### src/rtl/tdm_receiver8_pkg.sv
// Shared definitions for the 8-slot TDM receiver: FSM encoding, slot geometry
// and the line-fault test applied to the distributor lines.
package tdm_receiver8_pkg;

    localparam int SLOTS  = 8;
    localparam int SLOT_W = 3;

    typedef logic [SLOT_W-1:0] slot_t;

    typedef enum logic [1:0] {
        IDLE = 2'd0,
        SCAN = 2'd1,
        DONE = 2'd2
    } state_e;

    // Unselected distributor lines idle high, so any zero outside the selected slot is a fault.
    function automatic logic line_fault(input logic [SLOTS-1:0] lines, input slot_t sel);
        logic [SLOTS-1:0] sel_mask;
        sel_mask = SLOTS'(1) << sel;
        return (lines | sel_mask) != {SLOTS{1'b1}};
    endfunction

endpackage

### src/rtl/slot_counter3.sv
// 3-bit wrapping slot counter with synchronous clear, enable and a
// terminal-count flag raised while the count sits at 7.
module slot_counter3
    import tdm_receiver8_pkg::*;
(
    input  logic  clk,
    input  logic  rst,
    input  logic  clr_i,
    input  logic  en_i,
    output slot_t count_o,
    output logic  tc_o
);

    slot_t count_q, count_d;

    // NOTE: every variable assigned in always_comb gets a default first, so no path can infer a latch.
    always_comb begin
        count_d = count_q;
        if (clr_i) begin
            count_d = '0;
        end else if (en_i) begin
            count_d = count_q + 1'b1;
        end
    end

    // NOTE: sequential state uses non-blocking assignments so every flop samples pre-edge values.
    always_ff @(posedge clk or posedge rst) begin
        if (rst) begin
            count_q <= '0;
        end else begin
            count_q <= count_d;
        end
    end

    assign count_o = count_q;
    assign tc_o    = (count_q == 3'd7);

endmodule

### src/rtl/tdm_receiver8.sv
// TDM receiver: scans the 8 distributor slots in turn via {A,B,C}, rebuilds
// the byte in a shadow register and delivers it with a line-fault flag.
module tdm_receiver8 #(
    parameter int SLOTS = 8
) (
    input  logic             clk,
    input  logic             rst,
    input  logic             iEn,
    output logic             A,
    output logic             B,
    output logic             C,
    input  logic [SLOTS-1:0] iData,
    output logic [SLOTS-1:0] oData,
    output logic             oValid,
    output logic             oErr,
    output logic             oBusy,
    output logic [7:0]       oFrames
);

    import tdm_receiver8_pkg::*;

    state_e           state_q, state_d;
    slot_t            slot;
    logic             slot_tc;
    logic [SLOTS-1:0] shadow_q, shadow_d;
    logic             err_q, err_d;
    logic [SLOTS-1:0] data_q, data_d;
    logic             valid_q, valid_d;
    logic             oerr_q, oerr_d;
    logic             busy_q, busy_d;
    logic [7:0]       frames_q, frames_d;

    // Held at zero outside SCAN, so IDLE and DONE both present slot 0 and a new frame starts there.
    slot_counter3 u_slot (
        .clk     (clk),
        .rst     (rst),
        .clr_i   (state_q != SCAN),
        .en_i    (state_q == SCAN),
        .count_o (slot),
        .tc_o    (slot_tc)
    );

    always_ff @(posedge clk or posedge rst) begin
        if (rst) begin
            state_q <= IDLE;
        end else begin
            state_q <= state_d;
        end
    end

    always_comb begin
        state_d = state_q;
        case (state_q)
            IDLE:    if (iEn) state_d = SCAN;
            SCAN:    if (slot_tc) state_d = DONE;
            DONE:    state_d = iEn ? SCAN : IDLE;
            default: state_d = IDLE;
        endcase
    end

    always_comb begin
        shadow_d = shadow_q;
        err_d    = err_q;
        data_d   = data_q;
        oerr_d   = oerr_q;
        frames_d = frames_q;
        valid_d  = 1'b0;
        busy_d   = (state_d == SCAN);

        if (state_q == SCAN) begin
            shadow_d[slot] = iData[slot];
            err_d          = err_q | line_fault(iData, slot);
            // The last slot is folded in on the same edge, so delivery includes bit 7 and its fault check.
            if (slot_tc) begin
                data_d   = shadow_d;
                oerr_d   = err_d;
                valid_d  = 1'b1;
                frames_d = frames_q + 8'd1;
            end
        end

        if (state_q != SCAN && state_d == SCAN) begin
            err_d = 1'b0;
        end
    end

    always_ff @(posedge clk or posedge rst) begin
        if (rst) begin
            shadow_q <= '0;
            err_q    <= 1'b0;
            data_q   <= '0;
            valid_q  <= 1'b0;
            oerr_q   <= 1'b0;
            busy_q   <= 1'b0;
            frames_q <= 8'd0;
        end else begin
            shadow_q <= shadow_d;
            err_q    <= err_d;
            data_q   <= data_d;
            valid_q  <= valid_d;
            oerr_q   <= oerr_d;
            busy_q   <= busy_d;
            frames_q <= frames_d;
        end
    end

    assign {A, B, C} = slot;
    assign oData     = data_q;
    assign oValid    = valid_q;
    assign oErr      = oerr_q;
    assign oBusy     = busy_q;
    assign oFrames   = frames_q;

endmodule

### config.mk
export PLATFORM = sky130hd
export DESIGN_NAME = tdm_receiver8
export DESIGN_NICKNAME = d
export VERILOG_FILES = /design/src/rtl/tdm_receiver8_pkg.sv /design/src/rtl/slot_counter3.sv /design/src/rtl/tdm_receiver8.sv
export SDC_FILE = /design/constraint.sdc
export NUM_CORES = 1
export LEC_CHECK = 0
export CORE_MARGIN = 10
export CORE_UTILIZATION = 54
export DETAILED_ROUTE_END_ITERATION = 7
export HOLD_SLACK_MARGIN = 0.06
export MAX_ROUTING_LAYER = met4
export PLACE_DENSITY = 0.95
export SLEW_MARGIN = 40
export SYNTH_ARGS = -nofsm -noshare
export SYNTH_HDL_FRONTEND = slang
export SYNTH_SLANG_ARGS = --single-unit
### constraint.sdc
create_clock -name clk -period 2.3 [get_ports clk]
set_input_delay 0.46 -clock clk [delete_from_list [all_inputs] [get_ports clk]]
set_output_delay 0.46 -clock clk [all_outputs]
set_load 0.005 [all_outputs]
# --- Word level (Yosys, flattened, before mapping) ---
# Index checks and enable logic that the tools add are counted.
word_totals:
  regBits: 33
  elab_cells: 43
  output_inout_bits: 22
  in_bits: 11
classes:
  eq_ne: 6
  order_cmp: 2
  n_bitwise: 2
  shift: 1
  n_reduce_logical: 6
  n_mux: 15
  n_addsub: 2
ops:
  columns: ["operator", "count"]
  rows:
  - ["adder 8 x 1 -> 8 bit, second input constant", 1]
  - ["bitwise mux 8 bit", 1]
  - ["inequality test 8 bit, second input constant", 1]
  - ["bitwise OR 8 bit", 1]
  - ["left shift 1 x 3 -> 8 bit, first input constant", 1]
  - ["two-way mux 1 bit", 7]
  - ["two-way mux 3 bit", 2]
  - ["one-hot mux 2 bit (3 select lines)", 1]
  - ["equality test 2 x 1 -> 1 bit, second input constant", 2]
  - ["< comparator 3 x 4 -> 1 bit, second input constant", 1]
  - ["two-way mux 2 bit", 2]
  - ["nonzero test 2 bit", 2]
  - ["adder 3 x 1 -> 3 bit, second input constant", 1]
  - ["binary-select mux 1 bit (select 3 bit)", 1]
  - ["demux 1 bit (select 3 bit)", 1]
  - ["equality test 3 bit, second input constant", 1]
  - [">= comparator 3 x 1 -> 1 bit, second input constant", 1]
  - ["equality test 2 bit, second input constant", 1]
  - ["logical AND 1 bit", 2]
  - ["zero test 2 bit", 1]
  - ["inequality test 2 x 1 -> 1 bit, second input constant", 1]
  - ["AND reduction 2 bit", 1]
  - ["bitwise OR 1 bit", 1]

# --- Depth between registers and ports, before layout ---
# Gate-level depths: netlist of run 1.
depth:
  word_depth: 6
  depth_mapped: 7

# --- Modules after synthesis ---
# A second synthesis of run 1 with hierarchy kept.
unflattened:
  hier_cells: 149
  area_unflattened_um2: 1654.1
modules_own_cells:
  columns: ["module", "instances", "cells_each", "area_each_um2", "seq_area_each_um2"]
  rows:
  - ["tdm_receiver8", 1, 137, 1510.2, 750.7]
  - ["slot_counter3", 1, 12, 143.9, 75.1]

# --- Least setup slack after synthesis of run 1 ---
# Ideal clock, no wire load.
synth_timing:
  path_kind: "register -> register"
  startpoint: "register u_slot.count_q[0], in the netlist u_slot.count_o[0]"
  endpoint: "register oerr_q, in the netlist oErr"
  setup_ns: 0.076
  path_buffers: 1
  t_required_ns: 2.224
  path_slack_ns: 0.742
  stages_incl_launch_ff: 8
  arrival_time_ns: 1.482
  cell_sequence: "dfrtp_1 buf_4 inv_1 ha_1 a21o_1 a32o_1 and3_1 o21ai_1"
synth_via:
  elab_chain_cells: 4
  elab_cells_between_ends: 6
  classes_between: "eq/ne (2); shift (1); bitwise (2); reduce/logical (1)"
synth_rtl:
  columns: ["item", "line", "source"]
  rows:
  - ["start: declaration", "slot_counter3.sv:14", "slot_t count_q, count_d;"]
  - ["start signal: assignment", "slot_counter3.sv:31", "count_q <= count_d;"]
  - ["left shift 1 x 3 -> 8 bit", "tdm_receiver8_pkg.sv:19", "sel_mask = SLOTS'(1) << sel;"]
  - ["bitwise OR 8 bit", "tdm_receiver8_pkg.sv:20", "return (lines | sel_mask) != {SLOTS{1'b1}};"]
  - ["inequality test 8 bit", "tdm_receiver8_pkg.sv:20", null]
  - ["bitwise OR 1 bit", "tdm_receiver8.sv:72", "err_d = err_q | line_fault(iData, slot);"]
  - ["end signal: assignment", "tdm_receiver8.sv:101", "oerr_q <= oerr_d;"]
  - ["end: declaration", "tdm_receiver8.sv:29", "logic oerr_q, oerr_d;"]
# Parallel ways exist; a longest one is shown, timed or not.
# A chain may end at the register's enable or synchronous reset.

# --- Worst setup path in the final report of run 1 ---
layout_timing:
  startpoint: "register u_slot.count_q[2], in the netlist u_slot.count_o[2]"
  endpoint: "output port A"
layout_lines:
  columns: ["item", "line", "source"]
  rows:
  - ["end: declaration", "tdm_receiver8.sv:9", "output logic A,"]
# No word-level cell between the ends.

==> results.rst, run 1 <==
.. list-table::
   :header-rows: 1

   * - Metric
     - Value
   * - Result of the run
     - complete, no violations
   * - Fraction of post-synthesis cell area in the top cell type by area
     - 0.514
   * - Number of antenna violations at the first check in global routing
     - 0
   * - Number of cells in the design after placement
     - 209
   * - Post-synthesis instance area
     - about 0.0016 sq mm
   * - Register-to-Register Path Depth
     - 6
   * - Post-CTS setup-driven buffer insertion count
     - 0
   * - Max-cap violations
     - 0
   * - Resized Gates After CTS
     - 0
   * - Post-Syn Nets
     - 167
   * - Congestion Overflow GR
     - 0
   * - Top Family by Delay on Critical Path
     - flip-flops
   * - Share of synthesized area occupied by flip-flops and latches
     - 0.514
   * - Mux contribution to synthesized area
     - 0.113
   * - Fraction of the mapped netlist area in compound gates
     - 0.0631
   * - Worst hold path type
     - reg -> reg
   * - TritonCTS clock tree
     - built
   * - Post-synthesis share of cell area spent on xor and xnor gates
     - 0.0382
   * - Clock Root Buffer
     - sky130_fd_sc_hd__clkbuf_4
   * - Routed vias
     - roughly 1,200
   * - Final ANT Viol Nets
     - 0
   * - Number of nets in the finished design
     - 203
   * - Worst hold-check slack
     - slightly below 0.5 ns
   * - Wire length reported by the detailed router
     - 3580 microns
   * - Global-route wire length before repair
     - 5840 microns
   * - Leading cell types in the layout, fill and taps excluded
     - sky130_fd_sc_hd__dfrtp_1, sky130_fd_sc_hd__clkdlybuf4s50_1, sky130_fd_sc_hd__nand2_1, sky130_fd_sc_hd__o21ai_1
   * - Die ar.
     - 0.00555 sq mm
   * - Deepest level of the CTS H-tree
     - 2
   * - Power share of the combinational group
     - 0.434
   * - Die height
     - 74.5 microns
   * - Initial core utilization
     - 0.572
   * - Leading cell type in the layout, fill and taps excluded
     - sky130_fd_sc_hd__dfrtp_1
   * - Worst Path Class, Setup
     - reg -> out
   * - Count of routing violations after the opening detailed-route iteration
     - 85
   * - Post-route clock skew
     - 0.0137 ns
   * - Share of the clock period used by the worst path after layout
     - 0.889
   * - Total number of cells along the worst setup path
     - 1
   * - Sw Ratio
     - 0.362
   * - GR Util All Layers
     - 0.145
   * - Area fraction in and, or, nand and nor cells after synthesis
     - 0.175
   * - Dominant combinational cell family by area after synthesis
     - simple AND/OR/NAND/NOR gates
   * - Unrepaired setup endpoints after global routing
     - no
   * - Leakage power
     - 0.931 nW
   * - Diodes inserted
     - 0
   * - Share of post-route cells with drive strength above 1
     - 0.108
   * - Final Wtd Congestion
     - 0.834
   * - Master of the slowest instance on the critical path
     - sky130_fd_sc_hd__dfrtp_1
   * - Final-layout setup total negative slack
     - 0 ns
   * - Register bit total from synthesis
     - 33
   * - Final setup fails
     - 0
   * - Wire length per cell
     - 16.5 microns
   * - Adder-cell share of the synthesized area
     - 0.0546
   * - Number of CTS-inserted buffers
     - 5
   * - Arrival time of data at the critical path endpoint
     - 1.59 ns
   * - CP Cell Sequence
     - clkdlybuf4s50_1
   * - Number of global-route vias before repair
     - 1,188
   * - Synth-to-Final Area Change
     - 24.0%
   * - Crit Path Max Fanout
     - 14
   * - Largest net degree at the start of global routing
     - 34
   * - Count of flip-flops with a built-in enable after synthesis
     - 0
   * - Number of warning messages in the yosys log
     - 0
   * - Router iterations before antenna repair
     - 4
   * - Async S/R FF share, synth
     - 1.00
   * - Clock tree sinks
     - 33
   * - Primary FF master, synth
     - sky130_fd_sc_hd__dfrtp_1
   * - Largest cells by area after synthesis
     - sky130_fd_sc_hd__dfrtp_1, sky130_fd_sc_hd__ha_1, sky130_fd_sc_hd__mux2i_1, sky130_fd_sc_hd__nand2_1, sky130_fd_sc_hd__mux2_1
   * - Power spent charging and discharging nets
     - 853 uW
   * - Maximum frequency from static timing analysis
     - approximately 490 MHz
   * - Number of buffer cells added on primary ports
     - 32
   * - # DRC
     - 0
   * - Post-Syn Area per Cell
     - 10.8 sq um
   * - Clk network pwr share
     - 0.132
   * - Measured slew at the worst slew-check pin
     - 0.458 ns
   * - Clock latency on the worst-skew pair
     - 0.34 ns
   * - Site row count
     - 19
   * - Buffering stage count on the worst path with inverters included
     - 1
   * - Relative slew slack
     - 0.695
   * - Hold violation total from the final report
     - 0
   * - HPWL Detailed
     - 2760 microns
   * - Hold buffers post-CTS
     - 0
   * - Per-cell via count in the routed design
     - 5.48
   * - Number of placed I/O pins
     - 33
   * - Core Region
     - 0.00281 sq mm
   * - Number of standard cells in the layout, taps in and fillers out
     - 217
   * - Synthesized instance count
     - 149
   * - Crit path largest cell delay
     - 0.64 ns
   * - Critical path data required time
     - approximately 1.8 ns
   * - Die boundary width
     - 74.5 microns
   * - Slew Limit Fails
     - 0
   * - Buffer levels on the longest clock path
     - 2
   * - Internal power
     - 1.50 mW
   * - Post-synthesis cell type count
     - 33
   * - P per Cell Area
     - 1180 mW/mm^2
   * - Post-layout min period
     - a little over 2 ns
   * - Kind of end point of the critical path
     - output pin
   * - Critical Path Source Type
     - flop
   * - Hold Path Cell Cnt
     - 1
   * - Worst-path clk slew
     - 0.10 ns
   * - Register-to-register setup slack
     - 0.27 ns
   * - Maximum VDD drop
     - roughly 0.67 mV
   * - Cell type with the highest aggregate area in the netlist
     - sky130_fd_sc_hd__dfrtp_1
   * - Flop pwr share
     - 0.433
-- metal layers --
layer  vias to the layer above  track usage  part of all wire
met5                         -            -                 0
met4                         0       0.0714             0.014
met3                         4       0.0492             0.061
met2                        39        0.216              0.50
met1                       573        0.170              0.43
li1                        573            -                 -
-- power by group through the flow --
stage,registers [mW],clock network [mW],logic (mW)
after floorplan,0.968,0,0.640
after global placement,1.00,0,0.989
after detailed placement,1.03,0,1.03
after CTS,1.02,0.316,1.03
after global routing,1.05,0.337,1.13
final,1.02,0.312,1.02
-- final cells by class --
class                      instances  area, sq um
sequential                        33          826
fill                             201          815
multi-input combinational        104          712
timing repair buffer              35          343
clock buffer                       8         48.8
tap                               31         38.8
inverter                           6         22.5
-- metrics by stage --
step / setup WS, ns / power [mW] / instance area, sq um / utilization
after detailed placement: 0.332 / 2.06 / 1940 / 0.692
final: 0.254 / 2.35 / 1990 / 0.710
after global placement: 0.415 / 1.99 / 1940 / 0.692
after CTS: 0.250 / 2.37 / 1990 / 0.710
after floorplan: 0.742 / 1.61 / 1610 / -
after global routing: 0.132 / 2.51 / 1990 / 0.710
-- path summary, 6_finish.rpt --
kind / from / end
worst max-delay path: u_slot.count_o[2]$_DFF_PP0_ / A
worst min-delay path: oFrames[7]$_DFFE_PP0P_ / oFrames[7]$_DFFE_PP0P_
worst max register to register: u_slot.count_o[1]$_DFF_PP0_ / oFrames[6]$_DFFE_PP0P_
worst min register to register: oFrames[7]$_DFFE_PP0P_ / oFrames[7]$_DFFE_PP0P_
max in group asynchronous: rst / state_q[0]$_DFF_PP0_
min in group asynchronous: rst / u_slot.count_o[2]$_DFF_PP0_
-- state kept, by name (all words and copies together), names as in the netlist --
name,flops
err_q,1
oBusy,1
oData,8
oErr,1
oFrames,8
oValid,1
shadow_q,8
state_q,2
u_slot.count_o,3
-- cells by family (layout without fill, tap and decap cells) --
group	after synthesis	after routing
compound gates	18	18
xor+xnor	7	7
fa+ha+maj	7	7
buf+inv	12	49
flops	33	33
mux	16	16
simple gates	56	56
-- cells in the mapped netlist, types with 2 or more instances --
library cell / number
sky130_fd_sc_hd__nor3_1: 2
sky130_fd_sc_hd__inv_2: 2
sky130_fd_sc_hd__nand2_1: 20
sky130_fd_sc_hd__nor2_1: 8
sky130_fd_sc_hd__dfrtp_1: 33
sky130_fd_sc_hd__inv_1: 4
sky130_fd_sc_hd__and3_1: 2
sky130_fd_sc_hd__o21ai_0: 3
sky130_fd_sc_hd__ha_1: 7
sky130_fd_sc_hd__and2b_1: 2
sky130_fd_sc_hd__nand4_1: 3
sky130_fd_sc_hd__nand2b_1: 4
sky130_fd_sc_hd__buf_6: 2
sky130_fd_sc_hd__mux2i_1: 8
sky130_fd_sc_hd__mux2_4: 3
sky130_fd_sc_hd__nor2_2: 2
sky130_fd_sc_hd__mux2_1: 5
sky130_fd_sc_hd__nand2_2: 3
sky130_fd_sc_hd__xnor2_1: 6
sky130_fd_sc_hd__buf_2: 3
sky130_fd_sc_hd__nand3_1: 6
sky130_fd_sc_hd__o21ai_1: 10
Power figures use the tool's default switching activity.
==> run 2: changes to the inputs <==
--- a/config.mk
+++ b/config.mk
@@ -7,10 +7,11 @@
 export LEC_CHECK = 0
 export CORE_MARGIN = 10
 export CORE_UTILIZATION = 54
+export CTS_CLUSTER_DIAMETER = 150
 export DETAILED_ROUTE_END_ITERATION = 7
 export HOLD_SLACK_MARGIN = 0.06
 export MAX_ROUTING_LAYER = met4
-export PLACE_DENSITY = 0.95
+export PLACE_DENSITY = 0.86
 export SLEW_MARGIN = 40
 export SYNTH_ARGS = -nofsm -noshare
 export SYNTH_HDL_FRONTEND = slang
==> run 2 against run 1 <==
Critical path depth unchanged. Clock-buffer cell count down 1. Flip-flop and latch count did not move. Non-clock buffer count did not move. Critical path type unchanged. Largest cell class unchanged. Largest power group is now combinational cells.
==> results.rst, run 2 (synthesis results as in run 1) <==
.. list-table::
   :header-rows: 1

   * - Metric
     - Value
   * - Final setup fails
     - 0 (unchanged)
   * - Global-route wire length before repair
     - 6000 microns (was 5840 microns)
   * - Flop pwr share
     - 0.422 (was 0.433)
   * - Clk network pwr share
     - 0.140 (was 0.132)
   * - Final-layout setup total negative slack
     - 0 ns (unchanged)
   * - Crit Path Max Fanout
     - 14 (unchanged)
   * - Sw Ratio
     - 0.350 (was 0.362)
   * - Leading cell types in the layout, fill and taps excluded
     - sky130_fd_sc_hd__dfrtp_1, sky130_fd_sc_hd__clkdlybuf4s50_1, sky130_fd_sc_hd__nand2_1, sky130_fd_sc_hd__o21ai_1 (unchanged)
   * - Largest net degree at the start of global routing
     - 34 (unchanged)
   * - Final ANT Viol Nets
     - 0 (unchanged)
   * - Hold violation total from the final report
     - 0 (unchanged)
   * - Filler Cell Count
     - 221 (was 201)
   * - Leakage power
     - 0.936 nW (was 0.931 nW)
   * - Hold buffers post-CTS
     - 0 (unchanged)
   * - Area of the multi-input gates
     - 712 sq um (unchanged)
   * - Post-route clock skew
     - 0.00587 ns (was 0.0137 ns)
   * - Register-to-Register Path Depth
     - 6 (unchanged)
   * - Number of CTS-inserted buffers
     - 5 (unchanged)
   * - Share of the clock period used by the worst path after layout
     - 0.876 (was 0.889)
   * - Deepest level of the CTS H-tree
     - 2 (unchanged)
   * - Die boundary width
     - 74.5 microns (unchanged)
   * - P per Cell Area
     - 1170 mW/mm^2 (was 1180 mW/mm^2)
   * - Unrepaired setup endpoints after global routing
     - no (unchanged)
   * - Synth-to-Final Area Change
     - 24.4% (was 24.0%)
   * - Worst hold path type
     - reg -> reg (unchanged)
   * - Share of post-route cells with drive strength above 1
     - 0.114 (was 0.108)
   * - Maximum frequency from static timing analysis
     - 496 MHz (was 489 MHz)
   * - Critical Path Source Type
     - flop (unchanged)
   * - Area of all sequential standard cells
     - 826 sq um (unchanged)
   * - Worst-path clk slew
     - 0.09 ns (was 0.10 ns)
   * - Slew Limit Fails
     - 0 (unchanged)
   * - Worst setup path startpoint
     - u_slot.count_o[2]$_DFF_PP0_ (unchanged)
   * - Initial core utilization
     - 0.572 (unchanged)
   * - Maximum VDD drop
     - 0.820 mV (was 0.665 mV)
   * - Clock latency on the worst-skew pair
     - 0.34 ns (about the same)
   * - Top Family by Delay on Critical Path
     - flip-flops (unchanged)
   * - Final Wtd Congestion
     - 0.834 (about the same)
   * - Post-route standard cell area excluding fillers
     - 0.00200 sq mm (was 0.00199 sq mm)
   * - Number of nets in the finished design
     - 203 (unchanged)
   * - Die height
     - 74.5 microns (unchanged)
   * - Master of the slowest instance on the critical path
     - sky130_fd_sc_hd__dfrtp_1 (unchanged)
   * - Max-cap violations
     - 0 (unchanged)
   * - Number of antenna violations at the first check in global routing
     - 0 (unchanged)
   * - Router iterations before antenna repair
     - 4 (unchanged)
   * - Hold Path Cell Cnt
     - 2 (was 1)
   * - Total chip power
     - 2.34 mW (was 2.35 mW)
   * - Worst hold-check slack
     - 0.488 ns (was 0.484 ns)
   * - Relative slew slack
     - 0.700 (was 0.695)
   * - Routed vias
     - 1,157 (was 1,189)
   * - Wire length reported by the detailed router
     - 3450 microns (was 3580 microns)
   * - Kind of end point of the critical path
     - output pin (unchanged)
   * - Total number of cells along the worst setup path
     - 1 (unchanged)
   * - Register-to-register setup slack
     - 0.41 ns (was 0.27 ns)
   * - Die ar.
     - 0.00555 sq mm (unchanged)
   * - Resized Gates After CTS
     - 0 (unchanged)
   * - Count of routing violations after the opening detailed-route iteration
     - 79 (was 85)
   * - Destination of the worst register-to-register timing path
     - err_q$_DFFE_PP0P_ (was oFrames[6]$_DFFE_PP0P_)
   * - Buffer levels on the longest clock path
     - 2 (unchanged)
   * - Power spent charging and discharging nets
     - 821 uW (was 853 uW)
   * - Site row count
     - 19 (unchanged)
   * - Leading cell type in the layout, fill and taps excluded
     - sky130_fd_sc_hd__dfrtp_1 (unchanged)
   * - Congestion Overflow GR
     - 0 (unchanged)
   * - HPWL Detailed
     - 2640 microns (was 2760 microns)
   * - GR Util All Layers
     - 0.148 (was 0.145)
   * - Internal power
     - 1.52 mW (was 1.50 mW)
   * - Clock Root Buffer
     - sky130_fd_sc_hd__clkbuf_4 (unchanged)
   * - Number of buffer cells added on primary ports
     - 32 (unchanged)
   * - Number of global-route vias before repair
     - 1,234 (was 1,188)
   * - Startpoint of the most critical register-to-register path
     - u_slot.count_o[1]$_DFF_PP0_ (unchanged)
   * - Crit path largest cell delay
     - 0.63 ns (was 0.64 ns)
   * - Clock tree sinks
     - 33 (unchanged)
   * - Core Region
     - 0.00281 sq mm (unchanged)
   * - Result of the run
     - complete, no violations (unchanged)
   * - Post-CTS setup-driven buffer insertion count
     - 0 (unchanged)
   * - Number of placed I/O pins
     - 33 (unchanged)
   * - Power share of the combinational group
     - 0.439 (was 0.434)
   * - Critical path data required time
     - 1.84 ns (about the same)
   * - Per-cell via count in the routed design
     - 5.36 (was 5.48)
   * - Arrival time of data at the critical path endpoint
     - 1.56 ns (was 1.59 ns)
   * - # DRC
     - 0 (unchanged)
   * - Buffering stage count on the worst path with inverters included
     - 1 (unchanged)
   * - Post-DP Area
     - 0.00194 sq mm (unchanged)
   * - Post-layout min period
     - 2.02 ns (was 2.05 ns)
   * - Wire length per cell
     - 16.0 microns (was 16.5 microns)
   * - Diodes inserted
     - 0 (unchanged)
   * - Measured slew at the worst slew-check pin
     - 0.451 ns (was 0.458 ns)
   * - CP Cell Sequence
     - clkdlybuf4s50_1 (unchanged)
   * - TritonCTS clock tree
     - built (unchanged)
   * - Critical Path Sink
     - A (unchanged)
   * - Worst Path Class, Setup
     - reg -> out (unchanged)
==> run 2: changes by cell type in the layout (fill, tap and decap cells not counted) <==
| cell | delta |
|---|---|
| sky130_fd_sc_hd__clkbuf_1 | -2 |
| sky130_fd_sc_hd__clkbuf_8 | +1 |
==> run 2: cell type report <==
cell class	count	share of cell area
repair buffers	35	0.172
inverters	6	0.0113
flip-flops and latches	33	0.414
clock buffers	7	0.0276
well taps	31	0.0194
multi-input cells	104	0.357
==> run 2: power groups by stage <==
| stage | Sequential [mW] | Combinational, mW | Clock (mW) |
|---|---|---|---|
| finish | 0.987 | 1.03 | 0.328 |
| global route | 1.03 | 1.16 | 0.358 |
| CTS | 0.988 | 1.05 | 0.336 |
| detailed placement | 1.00 | 1.04 | 0 |
| global placement | 0.983 | 1.01 | 0 |
| floorplan | 0.968 | 0.640 | 0 |
==> run 2: stage by stage <==
stage	worst slack (ns)	util	std cells
6_report	0.284	0.712	216
3_5_place_dp	0.452	0.692	209
4_1_cts	0.261	0.712	216
5_1_grt	0.211	0.712	216
2_1_floorplan	0.742	-	149
3_3_place_gp	0.586	0.692	209
==> run 2: worst min path at each step <==
stage,startpoint,end,slack (ns)
final,oData[5]$_DFFE_PP0P_,oData[5]$_DFFE_PP0P_,0.49
after global routing,shadow_q[7]$_DFFE_PP0N_,shadow_q[7]$_DFFE_PP0N_,0.51
after CTS,oData[5]$_DFFE_PP0P_,oData[5]$_DFFE_PP0P_,0.50
after detailed placement,oData[5]$_DFFE_PP0P_,oData[5]$_DFFE_PP0P_,0.47
after global placement,oFrames[7]$_DFFE_PP0P_,oFrames[7]$_DFFE_PP0P_,0.46
after floorplan,shadow_q[6]$_DFFE_PP0N_,shadow_q[6]$_DFFE_PP0N_,0.46
==> run 2: worst reg2reg max path, delay by kind of cell (launching register included) <==
family | cells | cell delay, ns
AO/OA/AOI/OAI | 2 | 0.17
flip-flops | 1 | 0.56
AND/OR/NAND/NOR | 2 | 0.55
adder cells (fa/ha/maj) | 2 | 0.49
==> run 2: metal layers <==
metal  global-route usage  wire [microns]  vias up
li1                     -               -      572
met1                0.170            1480      550
met2                0.230            1660       26
met3               0.0399             215        9
met4               0.0798             103        0
met5                    -               0        -
